<file path="src/rtl/round_timer_fsm_if.sv">
// Control and display bundle between the game logic and the round timer.
// The game logic is the master and the timer is the slave.
interface round_timer_fsm_if;
   logic       Start;
   logic       Pause;
   logic       Abort;
   logic [3:0] TensDigit;
   logic [3:0] OnesDigit;
   logic       Running;
   logic       Expired;
   logic       TimeUp;
   logic       WarnLow;

   modport master (
      output Start, Pause, Abort,
      input  TensDigit, OnesDigit, Running, Expired, TimeUp, WarnLow
   );

   modport slave (
      input  Start, Pause, Abort,
      output TensDigit, OnesDigit, Running, Expired, TimeUp, WarnLow
   );
endinterface

</file>
<file path="src/rtl/round_timer_fsm.sv">
// ByteBasher round countdown timer: a 1 s prescaler feeds a BCD down-counter,
// and an idle/run/pause/done FSM drives the round flags and the HEX digits.
module round_timer_fsm #(
   parameter int unsigned CLOCK_FREQUENCY = 50000000,
   parameter int unsigned ROUND_SECONDS   = 60
) (
   input logic              ClockIn,
   input logic              ResetN,
   round_timer_fsm_if.slave Bus
);

   localparam int unsigned PreW     = (CLOCK_FREQUENCY > 2) ? $clog2(CLOCK_FREQUENCY) : 1;
   localparam logic [PreW-1:0] PreLoad  = PreW'(CLOCK_FREQUENCY - 1);
   localparam logic [3:0]      LoadTens = 4'(ROUND_SECONDS / 10);
   localparam logic [3:0]      LoadOnes = 4'(ROUND_SECONDS % 10);

   typedef enum logic [1:0] {
      StIdle  = 2'd0,
      StRun   = 2'd1,
      StPause = 2'd2,
      StDone  = 2'd3
   } stateT;

   stateT           state, stateNext;
   logic [PreW-1:0] presc, prescNext;
   logic [3:0]      tens, tensNext;
   logic [3:0]      ones, onesNext;
   logic            running, runningNext;
   logic            expired, expiredNext;
   logic            timeUp, timeUpNext;

   // State, counter and flag registers
   always_ff @(posedge ClockIn or negedge ResetN) begin
      if (!ResetN) begin
         state   <= StIdle;
         presc   <= PreLoad;
         tens    <= LoadTens;
         ones    <= LoadOnes;
         running <= 1'b0;
         expired <= 1'b0;
         timeUp  <= 1'b0;
      end else begin
         state   <= stateNext;
         presc   <= prescNext;
         tens    <= tensNext;
         ones    <= onesNext;
         running <= runningNext;
         expired <= expiredNext;
         timeUp  <= timeUpNext;
      end
   end

   // Next state: Abort beats Start beats Pause beats the 1 s tick
   always_comb begin
      stateNext  = state;
      prescNext  = presc;
      tensNext   = tens;
      onesNext   = ones;
      timeUpNext = 1'b0;

      if (Bus.Abort) begin
         stateNext = StIdle;
         prescNext = PreLoad;
         tensNext  = LoadTens;
         onesNext  = LoadOnes;
      end else if (Bus.Start) begin
         stateNext = Bus.Pause ? StPause : StRun;
         prescNext = PreLoad;
         tensNext  = LoadTens;
         onesNext  = LoadOnes;
      end else begin
         unique case (state)
            StRun: begin
               if (Bus.Pause) begin
                  stateNext = StPause;
               end else if (presc == '0) begin
                  prescNext = PreLoad;
                  if (tens == 4'd0 && ones == 4'd1) begin
                     onesNext   = 4'd0;
                     stateNext  = StDone;
                     timeUpNext = 1'b1;
                  end else if (ones == 4'd0) begin
                     onesNext = 4'd9;
                     tensNext = tens - 4'd1;
                  end else begin
                     onesNext = ones - 4'd1;
                  end
               end else begin
                  prescNext = presc - PreW'(1);
               end
            end
            StPause: begin
               if (!Bus.Pause) stateNext = StRun;
            end
            default: begin
            end
         endcase
      end

      runningNext = (stateNext == StRun);
      expiredNext = (stateNext == StDone);
   end

   assign Bus.TensDigit = tens;
   assign Bus.OnesDigit = ones;
   assign Bus.Running   = running;
   assign Bus.Expired   = expired;
   assign Bus.TimeUp    = timeUp;
   // Low-time warning decodes straight from the registered state and digits
   assign Bus.WarnLow   = (state == StRun || state == StPause) &&
                          (tens == 4'd0 || (tens == 4'd1 && ones == 4'd0));

endmodule

</file>
<file path="src/flat_wrapper.sv">
// flat-port wrapper written by rule: the top's interface ports become plain ports
module round_timer_fsm_flat 
#(
   parameter int unsigned CLOCK_FREQUENCY = 50000000,
   parameter int unsigned ROUND_SECONDS   = 60
)
  (ClockIn, ResetN, Bus_Start, Bus_Pause, Bus_Abort, Bus_TensDigit, Bus_OnesDigit, Bus_Running, Bus_Expired, Bus_TimeUp, Bus_WarnLow);
  round_timer_fsm_if Bus_i ();
  input logic ClockIn;
  input logic ResetN;
  input wire logic [$bits(Bus_i.Start)-1:0] Bus_Start;
  input wire logic [$bits(Bus_i.Pause)-1:0] Bus_Pause;
  input wire logic [$bits(Bus_i.Abort)-1:0] Bus_Abort;
  output wire logic [$bits(Bus_i.TensDigit)-1:0] Bus_TensDigit;
  output wire logic [$bits(Bus_i.OnesDigit)-1:0] Bus_OnesDigit;
  output wire logic [$bits(Bus_i.Running)-1:0] Bus_Running;
  output wire logic [$bits(Bus_i.Expired)-1:0] Bus_Expired;
  output wire logic [$bits(Bus_i.TimeUp)-1:0] Bus_TimeUp;
  output wire logic [$bits(Bus_i.WarnLow)-1:0] Bus_WarnLow;
  assign Bus_i.Start = Bus_Start;
  assign Bus_i.Pause = Bus_Pause;
  assign Bus_i.Abort = Bus_Abort;
  assign Bus_TensDigit = Bus_i.TensDigit;
  assign Bus_OnesDigit = Bus_i.OnesDigit;
  assign Bus_Running = Bus_i.Running;
  assign Bus_Expired = Bus_i.Expired;
  assign Bus_TimeUp = Bus_i.TimeUp;
  assign Bus_WarnLow = Bus_i.WarnLow;
  round_timer_fsm #(.CLOCK_FREQUENCY(CLOCK_FREQUENCY), .ROUND_SECONDS(ROUND_SECONDS)) u_core (.ClockIn(ClockIn), .ResetN(ResetN), .Bus(Bus_i));
endmodule
</file>
<file path="config.mk">
export PLATFORM = sky130hd
export DESIGN_NAME = round_timer_fsm_flat
export DESIGN_NICKNAME = d
export VERILOG_FILES = /design/src/rtl/round_timer_fsm_if.sv /design/src/rtl/round_timer_fsm.sv /design/src/flat_wrapper.sv
export SDC_FILE = /design/constraint.sdc
export NUM_CORES = 1
export LEC_CHECK = 0
export ABC_AREA = 0
export BUFFER_PORTS_ARGS = -buffer_cell sky130_fd_sc_hd__buf_2
export CAP_MARGIN = 20
export CORE_MARGIN = 8
export CORE_UTILIZATION = 47
export CTS_BUF_LIST = sky130_fd_sc_hd__clkbuf_8
export DETAILED_ROUTE_END_ITERATION = 16
export SETUP_SLACK_MARGIN = 0.15
export SLEW_MARGIN = 20
export SYNTH_ARGS = -nofsm -noshare
export SYNTH_HDL_FRONTEND = slang
export SYNTH_SLANG_ARGS = --single-unit
</file>
<file path="constraint.sdc">
create_clock -name ClockIn -period 2.4 [get_ports ClockIn]
set_clock_uncertainty 0.2 [all_clocks]
set_input_delay 0.48 -clock ClockIn [delete_from_list [all_inputs] [get_ports ClockIn]]
set_output_delay 0.48 -clock ClockIn [all_outputs]
set_load 0.005 [all_outputs]
</file>
==> results of run 1 <==
[per-stage QoR]
step | instance area (um2) | setup slack [ns] | cells
detailed placement | 2670 | 0.119 | 355
finish | 2940 | 0.0158 | 368
global route | 2940 | -0.0760 | 368
global placement | 2670 | 0.169 | 355
CTS | 2790 | 0.104 | 366
floorplan | 2380 | 0.279 | 256
[kinds of logic (layout without fill, tap and decap cells)]
logic type	count (synthesis)	after routing	synth area share [%]
AOI/OAI and AO/OA	50	50	13.3
DFF	39	39	42.0
buffers and inverters	17	59	2.94
xor gates and xnor gates	18	18	6.61
adders and majority gates	9	9	4.72
muxes	1	1	0.472
and+or+nand+nor	122	122	30.0
[cells in the mapped netlist (all sizes together), types with 4 or more instances]
cell type / count
nand3: 7
nand2b: 6
dfrtp: 19
or4: 6
and4: 4
clkbuf: 4
inv: 10
a31oi: 4
dfstp: 20
nand2: 21
xnor2: 18
nor4: 11
a21oi: 17
nor2: 25
o21ai: 13
nor3: 20
ha: 9
or3: 7
[layer usage]
| layer | track usage, % | up-vias | share of wire [%] |
|---|---|---|---|
| li1 | - | 1019 | - |
| met1 | 21.3 | 1021 | 47 |
| met2 | 25.7 | 31 | 47 |
| met3 | 3.87 | 10 | 4.0 |
| met4 | 7.19 | 0 | 1.6 |
| met5 | 0 | - | 0 |
[power groups by stage]
stage | Sequential, mW | Combinational (mW) | Clock [mW]
after floorplan | 0.673 | 0.0311 | 0
after global placement | 0.673 | 0.0688 | 0
after detailed placement | 0.673 | 0.0689 | 0
after CTS | 0.662 | 0.0704 | 0.427
after global routing | 0.662 | 0.0807 | 0.450
final | 0.662 | 0.0724 | 0.408
[cell type report]
cell class / count / area share [%]
clock buffer: 5 / 2.34
clock inverter: 2 / 0.256
inverter: 10 / 1.28
multi-input combinational: 200 / 49.6
sequential: 39 / 34.2
tap: 70 / 2.98
timing repair buffer: 42 / 9.37
[cell usage in the layout (no fill, tap or decap), drive strengths merged, types with 2 or more instances in the layout]
cell	n
or4	6
o21ai	13
and4	4
nand2	21
nor3	20
nand2b	6
ha	9
dfstp	20
and3	2
nor2	25
nor4	11
xnor2	18
or3	7
buf	42
o31ai	2
or2	2
o211ai	2
nand4	3
clkbuf	5
nand3	7
a31oi	4
o221ai	2
a21oi	17
nor4b	2
inv	12
dfrtp	19
nor3b	3
[what timing repair did]
item                                    4_1_cts  5_1_grt
setup buffers                                 4        2
gates resized for setup                       3       28
pin swaps                                     0        7
endpoints found under the setup margin        3       24
[flip-flops by register name (all words and copies together), names as in the netlist]
signal and flops:
u_core.state 2, u_core.Bus.TensDigit 4, u_core.Bus.TimeUp 1, u_core.Bus.Running 1
u_core.Bus.OnesDigit 4, u_core.Bus.Expired 1, u_core.presc 26
[how the worst max path moves through the flow]
stage,cells after the start,start,to,slack [ns]
2_1_floorplan,6,u_core.presc[10],u_core.presc[22],0.28
3_3_place_gp,6,u_core.state[1],u_core.Bus.OnesDigit[0],0.17
4_1_cts,5,u_core.state[0],Bus_WarnLow,0.10
3_5_place_dp,6,u_core.state[1],u_core.Bus.OnesDigit[0],0.12
5_1_grt,6,u_core.Bus.OnesDigit[1],Bus_WarnLow,-0.08
6_report,6,u_core.Bus.OnesDigit[1],Bus_WarnLow,0.02
==> impl_metrics.json, run 1 <==
{
  "p_leak_nw": 1.10,
  "netlist_area_um2": 2380,
  "grt_max_degree": 40,
  "antenna_found_initial": 0,
  "slowest_stage": "dfrtp_1",
  "status": "complete, no violations",
  "hold_slack_ns": 0.0337,
  "ant_nets": 0,
  "drive_gt1_share_pct": 35.9,
  "synth_top_cell_by_area": "dfstp_2",
  "path_cells": "inv_2 -> ha_4 -> nor3b_4 -> a21oi_2 -> nor4_2 -> buf_2",
  "drt-wirelength-per-cell_um": 16.3,
  "reg2reg_slack_ns": 0.20,
  "grt_remaining_overflow": 0,
  "utilization_pct": 58.6,
  "synth_top_area_share_pct": 22.0,
  "slowest_delay_ns": 0.40,
  "die_h_um": 87.2,
  "antenna_cells": 0,
  "cts_sinks": 39,
  "seq_power_share_pct": 58.0,
  "required_ns": 1.72,
  "crit_type": "reg -> out",
  "via_per_inst": 5.65,
  "tns_ns": 0,
  "slew_headroom_pct": 66.7,
  "startpoint_type": "register",
  "final-setup-viol-count": 0,
  "cts-root-buf": "clkbuf_8",
  "fill_cells": 484,
  "io_buffers": 16,
  "dieArea_um2": 7610,
  "seqCellArea_um2": 1000,
  "crit_buf_inv": 2,
  "worst_pin_slew_ns": 0.499,
  "nets": 312,
  "vias": 2081,
  "regToRegEndpoint": "u_core.Bus.OnesDigit[0]",
  "synthCells": 256,
  "dr.pass1.iters": 4,
  "internal_power_uw": 875,
  "finalPower_mw": 1.14,
  "crit_fanout": 4,
  "synth_edf_count": 0,
  "gp_congestion": 0.862,
  "initial_core_util_pct": 47.6,
  "crit_path_end_kind": "output pin",
  "synth_warnings": 0,
  "p_clk_share_pct": 35.7,
  "drc": 0,
  "clkTransAtPathRegs_ns": 0.07,
  "hold_path.class": "in -> async",
  "cts.path.max_buffers": 2,
  "grt_use_total_pct": 16.5,
  "coreArea_um2": 5010,
  "fmax_mhz": 419,
  "synth_area_leaders": "dfstp_2, dfrtp_1, xnor2_1",
  "syn2layout_area_growth_pct": 23.2,
  "die_w_um": 87.2,
  "grt_pass1_vias": 2101,
  "finalCritPeriodShare_pct": 99.3,
  "ys_types": 49,
  "dp.final_hpwl_mm": 4.08,
  "crit_arrival_ns": 1.70,
  "holdBufCountCts": 0,
  "multiInputGateArea_um2": 1460,
  "combPwrFrac_pct": 6.3,
  "cts_tree": "yes",
  "hold_viol_final": 0,
  "grt_pass1_wl_mm": 9.96,
  "powerDensity_nw_per_um2": 389,
  "reg2reg_from": "u_core.Bus.TensDigit[1]",
  "drv_cap": 0,
  "vdd_drop_max_uv": 280,
  "critPathTopFamily": "simple AND/OR/NAND/NOR gates",
  "clk-insertion-delay-late_ns": 0.29,
  "post-route-min-period_ns": 2.38,
  "async_flop_share_pct": 100,
  "row_count": 26,
  "switching_share_pct": 23.4,
  "synth_nets": 270,
  "p_switching_uw": 267,
  "synth_seq_cells": 39,
  "rsz0062_at_grt": "true",
  "synth_top_flop_cell": "dfstp_2",
  "io_pins": 17,
  "ys_seq_area_share_pct": 42.0,
  "wl_mm": 6.01,
  "reg2reg_depth": 7,
  "htree_levels": 2,
  "report.final.slew_viol_count": 0,
  "drtIter0Drc": 149,
  "cts_buffers": 5,
  "synth_area_per_cell_um2": 9.32
}
No activity file was read; power rests on OpenSTA's default activity.
==> run 2: changes to the inputs <==
--- a/config.mk
+++ b/config.mk
@@ -17,3 +17,4 @@
 export SYNTH_ARGS = -nofsm -noshare
 export SYNTH_HDL_FRONTEND = slang
 export SYNTH_SLANG_ARGS = --single-unit
+export TNS_END_PERCENT = 50
==> constraint.sdc (replaced) <==
create_clock -name ClockIn -period 2.4 [get_ports ClockIn]
set_clock_uncertainty 0.2 [all_clocks]
set_input_delay 0.36 -clock ClockIn [delete_from_list [all_inputs] [get_ports ClockIn]]
set_output_delay 0.36 -clock ClockIn [all_outputs]
set_load 0.005 [all_outputs]
==> impl_metrics.json, run 2 (synthesis gave the netlist of run 1 again) <==
{
  "status": "complete, no violations",
  "rsz0062_at_grt": "true",
  "tns_ns": 0,
  "die_w_um": 87.2,
  "cts.path.max_buffers": 2,
  "die_h_um": 87.2,
  "cts_tree": "yes",
  "drc": 0,
  "post-route-min-period_ns": 2.22,
  "hold_path.class": "in -> reg",
  "antenna_cells": 0,
  "grt_max_degree": 26,
  "coreArea_um2": 5010,
  "initial_core_util_pct": 47.6,
  "grt_remaining_overflow": 0,
  "startpoint_type": "register",
  "hold_viol_final": 0,
  "report.final.slew_viol_count": 0,
  "htree_levels": 2,
  "largest_reg_flops": 26,
  "required_ns": 1.84,
  "syn2layout_area_growth_pct": 18.9,
  "final_common_cell": "nor2_1",
  "via_per_inst": 5.51,
  "crit_path_end_kind": "output pin",
  "antenna_found_initial": 0,
  "slowest_stage": "dfrtp_1",
  "row_count": 26,
  "drtIter0Drc": 85,
  "cts-root-buf": "clkbuf_8",
  "nets": 309,
  "path_cells": "inv_2 -> ha_4 -> nor3b_4 -> a21oi_2 -> nor4_1 -> buf_2",
  "worst_pin_slew_ns": 0.534,
  "drv_cap": 0,
  "io_pins": 17,
  "crit_buf_inv": 2,
  "placed_cells_incl_taps": 355,
  "stdcell_count": 366,
  "clkTransAtPathRegs_ns": 0.08,
  "hold_slack_ns": 0.233,
  "clk-insertion-delay-late_ns": 0.29,
  "regMostFlops": "u_core.presc",
  "crit_fanout": 4,
  "dp.final_hpwl_mm": 4.12,
  "p_leak_nw": 1.08,
  "final-setup-viol-count": 0,
  "slowest_delay_ns": 0.41,
  "slew_headroom_pct": 64.4,
  "layout_common_cells": "nor2_1, buf_4, nand2_1, dfstp_2, dfrtp_1",
  "vias": 2018,
  "cts_buffers": 5,
  "finalCritPeriodShare_pct": 92.7,
  "gp_congestion": 0.852,
  "grt_pass1_wl_mm": 9.71,
  "dr.pass1.iters": 4,
  "critPathTopFamily": "simple AND/OR/NAND/NOR gates",
  "vdd_drop_max_uv": 247,
  "powerDensity_nw_per_um2": 405,
  "crit_type": "reg -> out",
  "dieArea_um2": 7610,
  "drive_gt1_share_pct": 29.1,
  "grt_pass1_vias": 2022,
  "io_buffers": 16,
  "drt-wirelength-per-cell_um": 15.5,
  "fmax_mhz": 450,
  "finalPower_mw": 1.15,
  "crit_arrival_ns": 1.66,
  "wl_mm": 5.66,
  "grt_use_total_pct": 16.3,
  "ant_nets": 0,
  "cts_sinks": 39
}
[run 2: where the power goes]
group | internal [mW] | switching, mW
combinational | 0.0231 | 0.0472
sequential | 0.661 | 0.00155
clock | 0.194 | 0.222
total | 0.877 | 0.271
[run 2: cell type report]
class                      instances  area [um2]
fill                             490        2170
inverter                          10        37.5
tap                               70        87.6
clock inverter                     3        11.3
timing repair buffer              39         255
clock buffer                       5        68.8
sequential                        39        1000
multi-input combinational        200        1370
[run 2: worst paths after layout]
check                                   startpoint                 endpoint  cells after the start  slack (ns)
max reg2reg                       u_core.presc[10]         u_core.presc[22]                      5        0.18
max                        u_core.Bus.OnesDigit[1]              Bus_WarnLow                      6        0.18
min reg2reg                        u_core.presc[0]          u_core.presc[0]                      2        0.31
min in group asynchronous                   ResetN  u_core.Bus.OnesDigit[2]                      2        0.30
max in group asynchronous                   ResetN          u_core.presc[2]                      3        0.98
min                                      Bus_Abort       u_core.Bus.Expired                      4        0.23
[run 2: metal layers]
metal,up-vias,part of all wire (%),global-route usage [%],wire (um)
li1,1012,-,-,-
met1,967,47,20.1,2650
met2,32,47,27.3,2680
met3,7,4.4,3.87,248
met4,0,1.4,4.53,80
met5,-,0,0,0
[run 2: per-stage QoR]
stage / util (%) / cell area, um2 / setup slack [ns]
finish: 56.6 / 2840 / 0.176
global route: 56.6 / 2840 / 0.0495
CTS: 55.6 / 2790 / 0.148
detailed placement: 53.3 / 2670 / 0.0943
global placement: 53.3 / 2670 / 0.0853
floorplan: - / 2380 / 0.279
[run 2: what timing repair did]
| item | CTS | global route |
|---|---|---|
| gates resized for setup | 4 | 10 |
| cloned | 0 | 0 |
| hold endpoints to repair | 10 | 0 |
| hold buffers | 1 | 0 |
| pin swaps | 0 | 5 |
| setup endpoints to repair | 3 | 19 |
| buffers inserted | 1 | 1 |
[run 2: tightest hold or removal path: stages]
cell and delay, ns:
buf_2 0.11, inv_1 0.04, o221ai_1 0.09, a211oi_1 0.07
